<file path="config.mk">
export PLATFORM = sky130hd
export DESIGN_NAME = etx_arbiter
export DESIGN_NICKNAME = d
export VERILOG_FILES = /design/src/rtl/etx_pkg.sv /design/src/rtl/etx_arb_buf.sv /design/src/rtl/etx_arbiter.sv
export SDC_FILE = /design/constraint.sdc
export NUM_CORES = 1
export LEC_CHECK = 0
export ABC_AREA = 1
export CORE_AREA = 2 2 226 172
export DETAILED_ROUTE_END_ITERATION = 16
export DIE_AREA = 0 0 228 174
export HOLD_SLACK_MARGIN = 0.08
export MAX_ROUTING_LAYER = met4
export PLACE_DENSITY = 0.72
export REMOVE_ABC_BUFFERS = 1
export SKIP_LAST_GASP = 1
export SYNTH_ARGS = -nofsm -noshare
export SYNTH_HDL_FRONTEND = slang
export SYNTH_SLANG_ARGS = --single-unit
</file>
<file path="constraint.sdc">
create_clock -name tx_lclk_par -period 1.7 [get_ports tx_lclk_par]
set_input_delay 0.17 -clock tx_lclk_par [delete_from_list [all_inputs] [get_ports tx_lclk_par]]
set_output_delay 0.17 -clock tx_lclk_par [all_outputs]
set_load 0.01 [all_outputs]
</file>
<file path="src/rtl/etx_pkg.sv">
// Shared constants, packet layout and arbitration helpers for the eLink TX arbiter.
package etx_pkg;

  localparam int AW = 32;
  localparam int PW = 104;

  // Packed packet layout; bit 7 is a spare slot between ctrlmode and dstaddr.
  localparam int WRITE_BIT    = 0;
  localparam int DATAMODE_LSB = 1;
  localparam int CTRLMODE_LSB = 3;
  localparam int DSTADDR_LSB  = 8;
  localparam int SRCADDR_LSB  = 40;
  localparam int DATA_LSB     = 72;

  localparam int CH_WR = 0;
  localparam int CH_RQ = 1;
  localparam int CH_RR = 2;
  localparam int NCH   = 3;

  typedef enum logic [0:0] {
    IDLE = 1'b0,
    BUSY = 1'b1
  } state_t;

  function automatic logic [2:0] fixed_pick(input logic [2:0] req);
    logic [2:0] win;
    if (req[CH_RR])      win = 3'b100;
    else if (req[CH_RQ]) win = 3'b010;
    else if (req[CH_WR]) win = 3'b001;
    else                 win = 3'b000;
    return win;
  endfunction

  // Walks downward so the candidate closest to start is the last one written.
  function automatic logic [2:0] rr_pick(input logic [2:0] req, input logic [1:0] start);
    logic [2:0] win;
    int idx;
    win = 3'b000;
    for (int k = NCH - 1; k >= 0; k--) begin
      idx = (int'(start) + k) % NCH;
      if (req[idx]) win = 3'b001 << idx;
    end
    return win;
  endfunction

  function automatic logic [1:0] next_ch(input logic [2:0] grant);
    logic [1:0] nxt;
    case (grant)
      3'b001:  nxt = 2'd1;
      3'b010:  nxt = 2'd2;
      3'b100:  nxt = 2'd0;
      default: nxt = 2'd0;
    endcase
    return nxt;
  endfunction

endpackage

</file>
<file path="src/rtl/etx_arb_buf.sv">
// One-entry holding buffer with full flag for a single eMesh requester channel.
module etx_arb_buf #(
  parameter int PW = etx_pkg::PW
) (
  input  logic          clk,
  input  logic          reset,
  input  logic          access,
  input  logic [PW-1:0] packet,
  input  logic          clear,
  output logic          full,
  output logic [PW-1:0] pkt_out
);

  logic          full_q, full_d;
  logic [PW-1:0] pkt_q, pkt_d;

  // Load when empty; a grant empties the slot. Both can never coincide.
  always_comb begin
    full_d = full_q;
    pkt_d  = pkt_q;
    if (access && !full_q) begin
      full_d = 1'b1;
      pkt_d  = packet;
    end else if (clear) begin
      full_d = 1'b0;
    end else begin
      full_d = full_q;
    end
  end

  always_ff @(posedge clk) begin
    if (reset) begin
      full_q <= 1'b0;
      pkt_q  <= '0;
    end else begin
      full_q <= full_d;
      pkt_q  <= pkt_d;
    end
  end

  assign full    = full_q;
  assign pkt_out = pkt_q;

endmodule

</file>
<file path="src/rtl/etx_arbiter.sv">
// eLink TX arbiter: three buffered eMesh channels into the protocol encoder.
// Define ETX_ARB_RR_EN for round-robin; otherwise fixed priority rr > rq > wr.
module etx_arbiter #(
  parameter int AW = etx_pkg::AW,
  parameter int PW = etx_pkg::PW
) (
  input  logic          tx_lclk_par,
  input  logic          reset,
  input  logic          emwr_access,
  input  logic [PW-1:0] emwr_packet,
  output logic          emwr_wait,
  input  logic          emrq_access,
  input  logic [PW-1:0] emrq_packet,
  output logic          emrq_wait,
  input  logic          emrr_access,
  input  logic [PW-1:0] emrr_packet,
  output logic          emrr_wait,
  output logic          etx_access,
  output logic          etx_write,
  output logic [1:0]    etx_datamode,
  output logic [3:0]    etx_ctrlmode,
  output logic [AW-1:0] etx_dstaddr,
  output logic [AW-1:0] etx_srcaddr,
  output logic [AW-1:0] etx_data,
  input  logic          etx_ack,
  input  logic          etx_rd_wait,
  input  logic          etx_wr_wait,
  output logic [2:0]    etx_arb_grant
);
  import etx_pkg::*;

  logic [2:0]    acc_s, full_s, clr_s, elig_s, win_s;
  logic [PW-1:0] in_pkt_s [NCH];
  logic [PW-1:0] buf_pkt_s [NCH];
  logic [PW-1:0] sel_pkt_s;
  logic          take_s;

  state_t        state_q, state_d;
  logic          access_q, access_d;
  logic [2:0]    grant_q, grant_d;
  logic [PW-1:0] pkt_q, pkt_d;

  assign acc_s           = {emrr_access, emrq_access, emwr_access};
  assign in_pkt_s[CH_WR] = emwr_packet;
  assign in_pkt_s[CH_RQ] = emrq_packet;
  assign in_pkt_s[CH_RR] = emrr_packet;

  for (genvar i = 0; i < NCH; i++) begin : g_buf
    etx_arb_buf #(.PW(PW)) u_buf (
      .clk     (tx_lclk_par),
      .reset   (reset),
      .access  (acc_s[i]),
      .packet  (in_pkt_s[i]),
      .clear   (clr_s[i]),
      .full    (full_s[i]),
      .pkt_out (buf_pkt_s[i])
    );
  end

  assign emwr_wait = full_s[CH_WR];
  assign emrq_wait = full_s[CH_RQ];
  assign emrr_wait = full_s[CH_RR];

  // Remote waits gate eligibility only; an in-flight grant is never revoked.
  assign elig_s[CH_WR] = full_s[CH_WR] & ~etx_wr_wait;
  assign elig_s[CH_RQ] = full_s[CH_RQ] & ~etx_rd_wait;
  assign elig_s[CH_RR] = full_s[CH_RR] & ~etx_wr_wait;

`ifdef ETX_ARB_RR_EN
  logic [1:0] ptr_q, ptr_d;

  assign win_s = rr_pick(elig_s, ptr_q);

  // Pointer names the first channel searched; it moves past each winner.
  always_comb begin
    if (take_s) ptr_d = next_ch(win_s);
    else        ptr_d = ptr_q;
  end

  always_ff @(posedge tx_lclk_par) begin
    if (reset) ptr_q <= 2'd0;
    else       ptr_q <= ptr_d;
  end
`else
  assign win_s = fixed_pick(elig_s);
`endif

  // One-hot AND-OR mux of the winning buffer.
  always_comb begin
    sel_pkt_s = '0;
    for (int i = 0; i < NCH; i++) begin
      sel_pkt_s = sel_pkt_s | ({PW{win_s[i]}} & buf_pkt_s[i]);
    end
  end

  // Grant FSM: a new winner may be taken from IDLE or on the ack edge in BUSY.
  always_comb begin
    state_d  = state_q;
    access_d = access_q;
    grant_d  = grant_q;
    pkt_d    = pkt_q;
    clr_s    = 3'b000;
    take_s   = 1'b0;
    case (state_q)
      IDLE: take_s = |win_s;
      BUSY: begin
        if (etx_ack) begin
          if (|win_s) begin
            take_s = 1'b1;
          end else begin
            state_d  = IDLE;
            access_d = 1'b0;
            grant_d  = 3'b000;
          end
        end else begin
          take_s = 1'b0;
        end
      end
      default: begin
        state_d  = IDLE;
        access_d = 1'b0;
        grant_d  = 3'b000;
      end
    endcase
    if (take_s) begin
      state_d  = BUSY;
      access_d = 1'b1;
      grant_d  = win_s;
      pkt_d    = sel_pkt_s;
      clr_s    = win_s;
    end else begin
      clr_s    = 3'b000;
    end
  end

  always_ff @(posedge tx_lclk_par) begin
    if (reset) begin
      state_q  <= IDLE;
      access_q <= 1'b0;
      grant_q  <= 3'b000;
      pkt_q    <= '0;
    end else begin
      state_q  <= state_d;
      access_q <= access_d;
      grant_q  <= grant_d;
      pkt_q    <= pkt_d;
    end
  end

  assign etx_access    = access_q;
  assign etx_arb_grant = grant_q;
  assign etx_write     = pkt_q[WRITE_BIT];
  assign etx_datamode  = pkt_q[DATAMODE_LSB +: 2];
  assign etx_ctrlmode  = pkt_q[CTRLMODE_LSB +: 4];
  assign etx_dstaddr   = pkt_q[DSTADDR_LSB +: AW];
  assign etx_srcaddr   = pkt_q[SRCADDR_LSB +: AW];
  assign etx_data      = pkt_q[DATA_LSB +: AW];

endmodule

</file>
Yosys cells after proc, flatten, opt, wreduce, memory -nomap -nowiden

Index checks and enable logic that the tools add are counted.

Flip-flop bits (word level): 424
Latch bits: 0
Memory bits (writable): 0
Bits in read-only memories: 0
Output and inout bits: 110
Logic and storage cells: 59
Memories kept: 0

Add/sub/neg operators: 0
$mul: 0
Div/mod/pow operators: 0
Order comparisons: 0
Eq/ne operators: 1
Shift-type cells: 0
Multiplexer cells: 24
Bitwise gates (word level): 11
Reduce and logical (&&, ||, !) cells: 13

Operators by type and width:

| cell               | number |
|---|---|
| $and 104x104->104  | 3 |
| $or 104x104->104   | 2 |
| $mux 3             | 6 |
| $mux 1             | 16 |
| $reduce_bool 2->1  | 5 |
| $and 1x1->1        | 3 |
| $logic_and 1x1->1  | 3 |
| $logic_not 1->1    | 3 |
| $not 1->1          | 3 |
| $reduce_and 3->1   | 1 |
| $reduce_or 3->1    | 1 |
| $mux 2             | 1 |
| $ne 2x2->1 const B | 1 |
| $pmux 1 s2         | 1 |

Longest topological paths before layout

Gate-level depths: netlist of run 1.

Depth after elaboration: 12
Depth in mapped cells: 9
Depth with buffers taken out: 8

Hierarchy

A second synthesis of run 1 with hierarchy kept.

Cell total of the unflattened synthesis: 3,201
Area, all modules: 20,120.5 um^2

Modules (own cells, without submodules):

| module      | times used | cells each | area an instance (um^2) | sequential area each (um^2) |
|---|---|---|---|---|
| etx_arb_buf | 3          | 678        | 4,450.5                 | 2,102.0 |
| etx_arbiter | 1          | 1,167      | 6,769.0                 | 2,162.1 |

Worst setup path after synthesis of run 1

OpenSTA, ideal clock, no wires.

Kind: reg-to-reg
From: register g_buf[1].u_buf.full_q
To: register pkt_q[11]
Data arrival time: 1.202 ns
Required time: 1.568 ns
Setup slack: 0.366 ns
Cell stages (with the launch flop): 8
Cell sequence: dfxtp_1 -> nand2_2 -> nand3_2 -> nand2_2 -> buf_4 -> buf_4 -> a21oi_1 -> a21oi_1

Cells in the longest elaborated chain, start to end: 7
Elaborated cells between the ends (all ways): 11
Classes of those cells: mux (5); bitwise (5); reduce/logical (1)

Ends and longest elaborated chain:

| what                   | RTL line                               | source |
|---|---|---|
| from (decl)            | etx_arb_buf.sv:14                      | `logic full_q, full_d;` |
| from (signal assigned) | etx_arb_buf.sv:36                      | `full_q <= full_d;` |
| $and 1x1->1 (*)        | etx_arbiter.sv:66                      | `assign elig_s[CH_RQ] = full_s[CH_RQ] & ~etx_rd_wait;` |
| $mux 2 (*)             | etx_pkg.sv:28                          | `else if (req[CH_RQ]) win = 3'b010;` |
| $mux 3 (*)             | etx_pkg.sv:27                          | `if (req[CH_RR]) win = 3'b100;` |
| $reduce_or 3->1        | etx_arbiter.sv:105, etx_arbiter.sv:108 |  |
| $mux 1                 | etx_arbiter.sv:108                     | `if (\|win_s) begin` |
| $mux 1                 | etx_arbiter.sv:107                     | `if (etx_ack) begin` |
| $pmux 1 s2             | etx_arbiter.sv:104                     | `case (state_q)` |
| to (signal assigned)   | etx_arbiter.sv:146                     | `pkt_q <= pkt_d;` |
| to (decl)              | etx_arbiter.sv:41                      | `logic [PW-1:0] pkt_q, pkt_d;` |

Every way passes the cells marked *; elsewhere a longest branch is shown, timed or not.
A chain may end at the register's enable or synchronous reset.

Worst setup path after layout of run 1

From: register pkt_q[47]
To: output etx_srcaddr[7]

RTL lines:

| what      | RTL line          | source |
|---|---|---|
| to (decl) | etx_arbiter.sv:23 | `output logic [AW-1:0] etx_srcaddr,` |

No word-level cell between the ends.

==> out/qor.yml, run 1 <==
setup_path:
  timing.rr.start: "g_buf[2].u_buf.full$_SDFFE_PP0P_"
  arrival_ns: 1.49
  cp-start-kind: "flip-flop"
  critPathMaxFanout: 2
  critPathCaptureType: "output port"
  r2r_cells: 7
  worstSetupPathType: "reg2out"
  cpPeakStageDelay_ns: 0.62
  critPathTopFamily: "buffers and inverters"
  path_cells: "clkdlybuf4s50_1"
  r2r_slack_ns: 0.15
  required_ns: 1.53
  crit_slowest_cell: "clkdlybuf4s50_1"
  path_buf_inv: 1
  r2r-end: "pkt_q[36]$_SDFFE_PP0P_"
place:
  place_congestion: 0.8612
  hpwl_mm: 37.39
  place_ws_ns: -0.1130
  placedCellCount: 3105
  io_buffers: 426
  placed_area_sq_mm: 0.02168
timing:
  period_needed_ns: 1.657
  hold_ws_ns: 0.2395
  fmax_mhz: 603.4
  hold_viol: 0
  slew_violations: 0
  maxSlewHeadroom_pct: 70.59
  worst_slew_pin_slew_ns: 0.4412
  rsz0062_at_grt: "no"
  clock_skew_ns: 0.01556
  post-route-period-util_pct: 97.49
  setup-violations-final: 0
  finalWorstSetupSlack_ns: 0.04259
floorplanning:
  rows: 62
  die-area_sq_mm: 0.03967
  dieWidth_um: 228
  ioPinCount: 430
  die_h_um: 174
  core_area_sq_mm: 0.03770
  start_util_pct: 44.14
clocking:
  clockBufferDepth: 3
  cts_inserted_buffers: 43
  h-tree-depth: 2
  cts_tree: "yes"
  clock-root-buffer: "clkbuf_16"
  clock_latency_ns: 0.55
  clk_pin_slew_ns: 0.06
  cts_sinks: 420
  postCtsSetupRepairBufs: 0
worst_hold_path:
  min_delay_path_depth: 3
  holdPathEnd: "g_buf[0].u_buf.pkt_out[89]$_SDFFE_PP0P_"
  hold_class: "in2reg"
  hold_path.startpoint: "emwr_packet[89]"
detailed_routing:
  wl_per_cell_um: 17.62
  routed_via_density: 5.286
  vias: 16850
  drc: 0
  totalWireLength_mm: 56.17
  drt_iter0_drc: 1750
  dr.pass1.iters: 5
  antenna_left: 0
global_route:
  grt_overflow_total: 0
  antenna_found_initial: 11
  grt_usage_pct: 28.18
  grt_start_max_net_pins: 75
  grt_pass1_vias: 16150
  grt_first_pass_wirelength_mm: 87.40
pwr:
  p_per_area_mw_per_mm2: 1058
  ir_drop_mv: 0.6054
  power.leakage_uw: 0.009202
  power_uw: 24410
outcome:
  outcome: "complete, no violations"
synthesis:
  synth.distinct_cells: 19
  ys_seq_area_share_pct: 50.53
  ys_ff_latch: 420
  ys_warn_count: 0
  synthesis.instances: 2285
  syn_area_per_cell_sq_um: 7.282
  syn-cell-area_sq_mm: 0.01664
layout:
  nets: 2959
  final_layout_size_suffix_gt1_share_pct: 5.368
  area_delta_synth_final_pct: 38.62
  final_area_sq_mm: 0.02307
  finalNonFillerCells: 3187
flow_run:
  cap_viol_max_count: 0
## final cells by class
type | instances | area [sq um]
fill | 3366 | 14640
inverter | 165 | 630.6
clock inverter | 10 | 91.34
antenna | 11 | 27.53
timing repair buffer | 487 | 5152
clock buffer | 60 | 1250
multi-input combinational | 1522 | 6865
tap | 512 | 640.6
sequential | 420 | 8408
## routing by layer
layer  track usage, %  wire (um)
met1            36.11      23860
met2            44.45      25560
met3            5.577       4859
met4            9.940       1897
met5                -          0
## flip-flops by register name, summed over array words and instances, names as in the netlist
register             flops
state_q                  1
g_buf.u_buf.full         3
etx_access               1
etx_arb_grant            3
g_buf.u_buf.pkt_out    309
pkt_q                  103
## synth_stat cells
cell type	count	area share, %
nor2_1	512	12
a21oi_1	236	7.1
nand2_2	4	0.15
inv_2	5	0.11
buf_6	3	0.20
buf_2	42	1.3
buf_1	3	0.068
inv_1	158	3.6
o22ai_1	22	0.83
nand4_1	70	2.6
clkinv_1	2	0.045
dfxtp_1	420	51
nand2_1	273	6.2
o21a_1	28	1.3
buf_4	9	0.41
clkbuf_1	121	2.7
nand3_1	29	0.87
nand3_2	2	0.12
o21ai_0	346	10
## timing repair
item	4_1_cts	5_1_grt
endpoints found under the setup margin	6	5
gates resized for setup	6	5
gates cloned	0	0
hold endpoints to repair	21	0
hold buffers	1	0
## how the worst max path moves through the flow
stage | startpoint | end | cells past startpoint
floorplan | g_buf[1].u_buf.full$_SDFFE_PP0P_ | g_buf[1].u_buf.pkt_out[0]$_SDFFE_PP0P_ | 5
global placement | etx_wr_wait | pkt_q[84]$_SDFFE_PP0P_ | 9
detailed placement | etx_wr_wait | pkt_q[36]$_SDFFE_PP0P_ | 9
CTS | g_buf[0].u_buf.full$_SDFFE_PP0P_ | emwr_wait | 1
global route | pkt_q[81]$_SDFFE_PP0P_ | etx_data[9] | 1
finish | pkt_q[47]$_SDFFE_PP0P_ | etx_srcaddr[7] | 1
## placed cells by master (no fill, tap or decap), types with 3 or more instances in the layout
cell type,netlist,final
inv_1,158,156
o21a_1,28,28
clkbuf_8,0,11
clkbuf_1,121,6
nand3_1,29,28
nand3_2,2,3
inv_2,5,5
inv_6,0,3
nand2_1,273,271
o22ai_1,22,22
nor2_1,512,512
o21ai_0,346,346
a21oi_1,236,236
clkbuf_16,0,43
diode_2,0,11
clkdlybuf4s50_1,0,414
buf_4,9,27
dfxtp_1,420,420
dlymetal6s2s_1,0,5
buf_12,0,34
clkinv_2,0,7
nand4_1,70,70
dlygate4sd2_1,0,6
nand2_4,0,4
## report_power, final
| part | leakage [uW] | total, uW | internal [uW] | switching (uW) |
|---|---|---|---|---|
| clock network | 0.000660 | 9160 | 5250 | 3910 |
| registers | 0.00347 | 11100 | 10700 | 401 |
| logic | 0.00507 | 4160 | 1910 | 2240 |
| total | 0.00920 | 24400 | 17900 | 6550 |
## per-stage QoR
stage / utilization [%] / setup TNS [ns]
floorplan: - / -1024.80
global placement: 57.51 / -0.9882
detailed placement: 57.51 / -4.289
CTS: 61.07 / 0
global route: 61.18 / 0
finish: 61.18 / 0
## kinds of logic after synthesis
group	count (synthesis)	share of synthesized area (%)
and+or+nand+nor	890	21.48
AOI/OAI and AO/OA	632	19.60
DFF	420	50.53
buffers and inverters	343	8.392
Power figures use the tool's default switching activity.
==> inputs of run 2 (changes only) <==
--- a/config.mk
+++ b/config.mk
@@ -7,6 +7,7 @@
 export LEC_CHECK = 0
 export ABC_AREA = 1
 export CORE_AREA = 2 2 226 172
+export CTS_CLUSTER_SIZE = 10
 export DETAILED_ROUTE_END_ITERATION = 16
 export DIE_AREA = 0 0 228 174
 export HOLD_SLACK_MARGIN = 0.08
==> run 2 against run 1 <==
Clock skew hardly changed. First-iteration DRC count is 14% lower. Die area unchanged. Critical endpoint is now emwr_wait. Largest power group unchanged. Highest routed layer unchanged.
==> out/qor.yml, run 2 (same netlist as run 1, synthesis figures left out) <==
setup_path:
  critPathCaptureType: "output port"  # unchanged
  arrival_ns: 1.50  # was 1.49 ns
  critPathTopFamily: "buffers and inverters"  # unchanged
  critPathMaxFanout: 4  # was 2
  r2r_slack_ns: 0.14  # was 0.15 ns
  path_buf_inv: 1  # unchanged
  worstSetupPathType: "reg2out"  # unchanged
  timing.rr.start: "g_buf[2].u_buf.full$_SDFFE_PP0P_"  # unchanged
  required_ns: 1.53  # about the same
  cp-start-kind: "flip-flop"  # unchanged
  crit_slowest_cell: "clkdlybuf4s50_1"  # unchanged
  cpPeakStageDelay_ns: 0.56  # was 0.62 ns
  r2r-end: "pkt_q[36]$_SDFFE_PP0P_"  # unchanged
  r2r_cells: 7  # unchanged
  path_cells: "clkdlybuf4s50_1"  # unchanged
place:
  hpwl_mm: 37.39  # unchanged
  placedCellCount: 3105  # unchanged
  place_congestion: 0.8612  # unchanged
  placed_area_sq_mm: 0.02168  # unchanged
  io_buffers: 426  # unchanged
global_route:
  grtUsageMet3_pct: 5.840  # was 5.577%
  grt_start_max_net_pins: 75  # unchanged
  use_met2_pct: 45.05  # was 44.45%
  grt_pass1_vias: 16220  # was 16,150
  grt_overflow_total: 0  # unchanged
  met1_usage_pct: 35.93  # was 36.11%
  grt_first_pass_wirelength_mm: 87.36  # was 87.40 mm
  grt_usage_pct: 28.19  # was 28.18%
  grt.busiest_layer: "met2"  # unchanged
  antenna_found_initial: 10  # was 11
pwr:
  power_uw: 24080  # was 24,410 uW
  ir_drop_mv: 0.5986  # was 0.6054 mV
  p_per_area_mw_per_mm2: 1048  # was 1058 mW/mm^2
  power.leakage_uw: 0.009121  # was 0.009202 uW
timing:
  fin_setup_tns_ns: 0  # unchanged
  period_needed_ns: 1.667  # was 1.657 ns
  worst_slew_pin_slew_ns: 0.4552  # was 0.4412 ns
  slew_violations: 0  # unchanged
  hold_ws_ns: 0.2489  # was 0.2395 ns
  rsz0062_at_grt: "no"  # unchanged
  fmax_mhz: 600.0  # was 603.4 MHz
  maxSlewHeadroom_pct: 69.33  # was 70.59%
  hold_viol: 0  # unchanged
  post-route-period-util_pct: 98.04  # was 97.49%
  clock_skew_ns: 0.01550  # was 0.01556 ns
  setup-violations-final: 0  # unchanged
layout:
  area_delta_synth_final_pct: 38.03  # was 38.62%
  finalNonFillerCells: 3170  # was 3,187
  nFillCells: 3340  # was 3,366
  largest_reg_flops: 309  # unchanged
  nets: 2964  # was 2,959
  final_cell_mix: "512 x nor2_1, 420 x dfxtp_1, 417 x clkdlybuf4s50_1, 346 x o21ai_0, 271 x nand2_1"  # was 512 x nor2_1, 420 x dfxtp_1, 414 x clkdlybuf4s50_1, 346 x o21ai_0, 271 x nand2_1
  final_area_sq_mm: 0.02297  # was 0.02307 sq mm
  layout_commonest_cell: "nor2_1"  # unchanged
  final_layout_size_suffix_gt1_share_pct: 4.872  # was 5.368%
detailed_routing:
  antenna_left: 0  # unchanged
  routed_via_density: 5.298  # was 5.286
  drc: 0  # unchanged
  wl_per_cell_um: 17.73  # was 17.62 um
  totalWireLength_mm: 56.21  # was 56.17 mm
  drt_iter0_drc: 1501  # was 1,750
  vias: 16800  # was 16,850
  dr.pass1.iters: 5  # unchanged
floorplanning:
  dieWidth_um: 228  # unchanged
  die-area_sq_mm: 0.03967  # unchanged
  core_area_sq_mm: 0.03770  # unchanged
  die_h_um: 174  # unchanged
  rows: 62  # unchanged
  start_util_pct: 44.14  # unchanged
  ioPinCount: 430  # unchanged
flow_run:
  cap_viol_max_count: 0  # unchanged
worst_hold_path:
  min_delay_path_depth: 3  # unchanged
  hold_class: "in2reg"  # unchanged
  holdPathEnd: "g_buf[0].u_buf.pkt_out[89]$_SDFFE_PP0P_"  # unchanged
  hold_path.startpoint: "emwr_packet[89]"  # unchanged
clocking:
  h-tree-depth: 2  # unchanged
  clock-root-buffer: "clkbuf_16"  # unchanged
  cts_inserted_buffers: 48  # was 43
  cts_sinks: 420  # unchanged
  clockBufferDepth: 3  # unchanged
  clk_pin_slew_ns: 0.05  # was 0.06 ns
  clock_latency_ns: 0.55  # about the same
  cts_tree: "yes"  # unchanged
outcome:
  outcome: "complete, no violations"  # unchanged
run 2: timing repair:
item | 4_1_cts | 5_1_grt
gates resized for setup | 5 | 3
setup buffers | 0 | 0
endpoints found under the setup margin | 5 | 3
pin swaps | 0 | 0
hold buffers | 1 | 0
hold endpoints to repair | 8 | 0
run 2: per-stage QoR:
step,setup WS [ns],util [%]
final,0.03333,60.92
after global routing,0.001159,60.92
after floorplan,-3.043,-
after global placement,-0.04519,57.51
after CTS,0.006432,60.84
after detailed placement,-0.1130,57.51
run 2: worst max path at each step:
stage | startpoint | endpoint | slack (ns) | depth (start not counted)
6_report | g_buf[0].u_buf.full$_SDFFE_PP0P_ | emwr_wait | 0.03 | 1
5_1_grt | pkt_q[0]$_SDFFE_PP0P_ | etx_write | 0.001 | 1
4_1_cts | pkt_q[8]$_SDFFE_PP0P_ | etx_dstaddr[0] | 0.006 | 1
3_5_place_dp | etx_wr_wait | pkt_q[36]$_SDFFE_PP0P_ | -0.11 | 9
3_3_place_gp | etx_wr_wait | pkt_q[84]$_SDFFE_PP0P_ | -0.05 | 9
2_1_floorplan | g_buf[1].u_buf.full$_SDFFE_PP0P_ | g_buf[1].u_buf.pkt_out[0]$_SDFFE_PP0P_ | -3.04 | 5
run 2: layout make-up:
| class | instances | area [sq um] | area share [%] |
|---|---|---|---|
| Antenna cell | 10 | 25.02 | 0.1090 |
| Clock buffer | 53 | 1241 | 5.404 |
| Clock inverter | 1 | 8.758 | 0.03813 |
| Inverter | 165 | 630.6 | 2.746 |
| Multi-Input combinational cell | 1522 | 6865 | 29.89 |
| Sequential cell | 420 | 8408 | 36.61 |
| Tap cell | 512 | 640.6 | 2.789 |
| Timing Repair Buffer | 487 | 5149 | 22.42 |
run 2: per-layer routing:
metal / up-vias / routed length, um
li1: 8130 / -
met1: 7840 / 23790
met2: 725 / 25940
met3: 101 / 4891
met4: 0 / 1594
met5: - / 0
run 2: where the power goes:
group / internal, uW / switching (uW)
registers: 10700 / 402
logic: 1920 / 2240
clock network: 5070 / 3750
==> inputs of run 3 (changes only) <==
--- a/config.mk
+++ b/config.mk
@@ -7,6 +7,7 @@
 export LEC_CHECK = 0
 export ABC_AREA = 1
 export CORE_AREA = 2 2 226 172
+export CTS_BUF_LIST = sky130_fd_sc_hd__clkbuf_2
 export CTS_CLUSTER_SIZE = 10
 export DETAILED_ROUTE_END_ITERATION = 16
 export DIE_AREA = 0 0 228 174
==> run 3 against run 2 <==
Sequential power hardly changed. Sequential share of layout area shrank 3.9 points. Clock power shrank 27%. Final cell count is 14% higher. Clock skew rose by 0.052 ns. Die area stayed put. Hold slack got worse by 0.046 ns. Critical path depth unchanged. First-iteration DRC count up 23%. Via count grew 15%. Critical path type unchanged. Largest cell class is now buffers. Largest power group unchanged.
==> out/qor.yml, run 3 (same netlist as run 1, synthesis figures left out) <==
outcome:
  outcome: "complete, no violations"  # unchanged
detailed_routing:
  dr.pass1.iters: 5  # unchanged
  totalWireLength_mm: 65.05  # was 56.21 mm
  antenna_left: 0  # unchanged
  routed_via_density: 5.315  # was 5.298
  drc: 0  # unchanged
  drt_iter0_drc: 1843  # was 1,501
  vias: 19260  # was 16,800
  wl_per_cell_um: 17.95  # was 17.73 um
pwr:
  power.leakage_uw: 0.01088  # was 0.009121 uW
  p_per_area_mw_per_mm2: 863.0  # was 1048 mW/mm^2
  ir_drop_mv: 0.5045  # was 0.5986 mV
  power_uw: 22590  # was 24,080 uW
layout:
  final_layout_size_suffix_gt1_share_pct: 15.31  # was 4.872%
  nets: 3357  # was 2,964
  layout_commonest_cell: "nor2_1"  # unchanged
  area_delta_synth_final_pct: 57.31  # was 38.03%
  final_area_sq_mm: 0.02618  # was 0.02297 sq mm
  nFillCells: 2880  # was 3,340
  final_cell_mix: "512 x nor2_1, 345 x o21ai_0, 319 x dlygate4sd3_1, 315 x clkdlybuf4s50_1, 310 x dfxtp_1"  # was 512 x nor2_1, 420 x dfxtp_1, 417 x clkdlybuf4s50_1, 346 x o21ai_0, 271 x nand2_1
  largest_reg_flops: 309  # unchanged
clocking:
  clock-root-buffer: "clkbuf_2"  # was clkbuf_16
  h-tree-depth: 3  # was 2
  cts_tree: "yes"  # unchanged
  cts_inserted_buffers: 103  # was 48
  cts_sinks: 420  # unchanged
  clock_latency_ns: 1.02  # was 0.55 ns
  clk_pin_slew_ns: 0.11  # was 0.05 ns
  clockBufferDepth: 3  # unchanged
floorplanning:
  ioPinCount: 430  # unchanged
  rows: 62  # unchanged
  die-area_sq_mm: 0.03967  # unchanged
  start_util_pct: 44.14  # unchanged
  die_h_um: 174  # unchanged
  core_area_sq_mm: 0.03770  # unchanged
  dieWidth_um: 228  # unchanged
global_route:
  grt_first_pass_wirelength_mm: 101.0  # was 87.36 mm
  grt_usage_pct: 32.56  # was 28.19%
  antenna_found_initial: 9  # was 10
  grt_overflow_total: 0  # unchanged
  grt_pass1_vias: 19220  # was 16,220
  grt_start_max_net_pins: 75  # unchanged
timing:
  clock_skew_ns: 0.06798  # was 0.01550 ns
  slew_violations: 0  # unchanged
  post-route-period-util_pct: 99.12  # was 98.04%
  maxSlewHeadroom_pct: 68.62  # was 69.33%
  hold_viol: 0  # unchanged
  worst_slew_pin_slew_ns: 0.4707  # was 0.4552 ns
  rsz0062_at_grt: "yes"  # was no
  period_needed_ns: 1.685  # was 1.667 ns
  setup-violations-final: 0  # unchanged
  fmax_mhz: 593.5  # was 600.0 MHz
place:
  place_congestion: 0.8612  # unchanged
  placed_area_sq_mm: 0.02168  # unchanged
  io_buffers: 426  # unchanged
  hpwl_mm: 37.39  # unchanged
setup_path:
  path_buf_inv: 1  # unchanged
  crit_slowest_cell: "dfxtp_4"  # was clkdlybuf4s50_1
  cpPeakStageDelay_ns: 0.38  # was 0.56 ns
  critPathTopFamily: "flip-flops"  # was buffers and inverters
  critPathCaptureType: "output port"  # unchanged
  worstSetupPathType: "reg2out"  # unchanged
  required_ns: 1.53  # about the same
  cp-start-kind: "flip-flop"  # unchanged
  path_cells: "buf_6"  # was clkdlybuf4s50_1
  arrival_ns: 1.51  # was 1.50 ns
  critPathMaxFanout: 2  # was 4
flow_run:
  cap_viol_max_count: 0  # unchanged
worst_hold_path:
  hold_class: "in2reg"  # unchanged
[run 3: report_power, final]
| group | switching [uW] | internal, uW | leakage (uW) | total [uW] |
|---|---|---|---|---|
| clock | 4090 | 2330 | 0.000662 | 6420 |
| combinational | 2510 | 2480 | 0.00670 | 4990 |
| sequential | 457 | 10700 | 0.00352 | 11200 |
[run 3: per-layer routing]
metal / vias to the layer above / track usage [%] / share of wire (%)
li1: 8990 / - / -
met4: 0 / 14.27 / 3.8
met5: - / - / 0
met1: 8939 / 38.34 / 39
met2: 1117 / 53.77 / 48
met3: 209 / 7.021 / 9.1
[run 3: worst paths after layout]
kind                            cells after the start                                       to  slack (ns)                               startpoint
worst max-delay path                                1                             etx_data[21]        0.02                   pkt_q[93]$_SDFFE_PP0P_
worst min-delay path                                7                       state_q$_SDFF_PP0_        0.20                                  etx_ack
worst max register to register                      6  g_buf[1].u_buf.pkt_out[12]$_SDFFE_PP0P_        0.10         g_buf[1].u_buf.full$_SDFFE_PP0P_
worst min register to register                      2  g_buf[1].u_buf.pkt_out[82]$_SDFFE_PP0P_        0.45  g_buf[1].u_buf.pkt_out[82]$_SDFFE_PP0P_
[run 3: what timing repair did]
item | 4_1_cts | 5_1_grt
gates cloned | 0 | 0
gates resized for setup | 674 | 13
endpoints found under the hold margin | 420 | 0
setup endpoints to repair | 110 | 111
buffers inserted | 9 | 11
pin swaps | 0 | 0
hold buffers | 319 | 0
[run 3: final cells by class]
cell class / count / area [sq um] / area share (%)
timing repair buffer: 825 / 8615 / 32.91
inverter: 165 / 630.6 / 2.409
sequential: 420 / 8561 / 32.71
clock inverter: 19 / 85.08 / 0.3250
antenna: 9 / 22.52 / 0.08604
tap: 512 / 640.6 / 2.447
multi-input combinational: 1522 / 6865 / 26.23
clock buffer: 151 / 755.7 / 2.887
[run 3: tightest hold or removal path: cells and delay by family]
family | cells | cell delay (ns)
AOI/OAI and AO/OA | 1 | 0.07
and+or+nand+nor | 1 | 0.13
buffers and inverters | 5 | 0.77
[run 3: metrics by stage]
stage                     util [%]  setup WS [ns]  setup TNS, ns  cells  hold WS [ns]
after global placement       57.51       -0.04519        -0.9882   3105        0.4335
after floorplan                  -         -3.043       -1024.80   2107        0.2391
after CTS                    69.00       -0.07836         -2.945   3603       0.08240
final                        69.43        0.01500              0   3623        0.2031
after global routing         69.43       -0.09584         -4.259   3623        0.1473
after detailed placement     57.51        -0.1130         -4.289   3105        0.4381
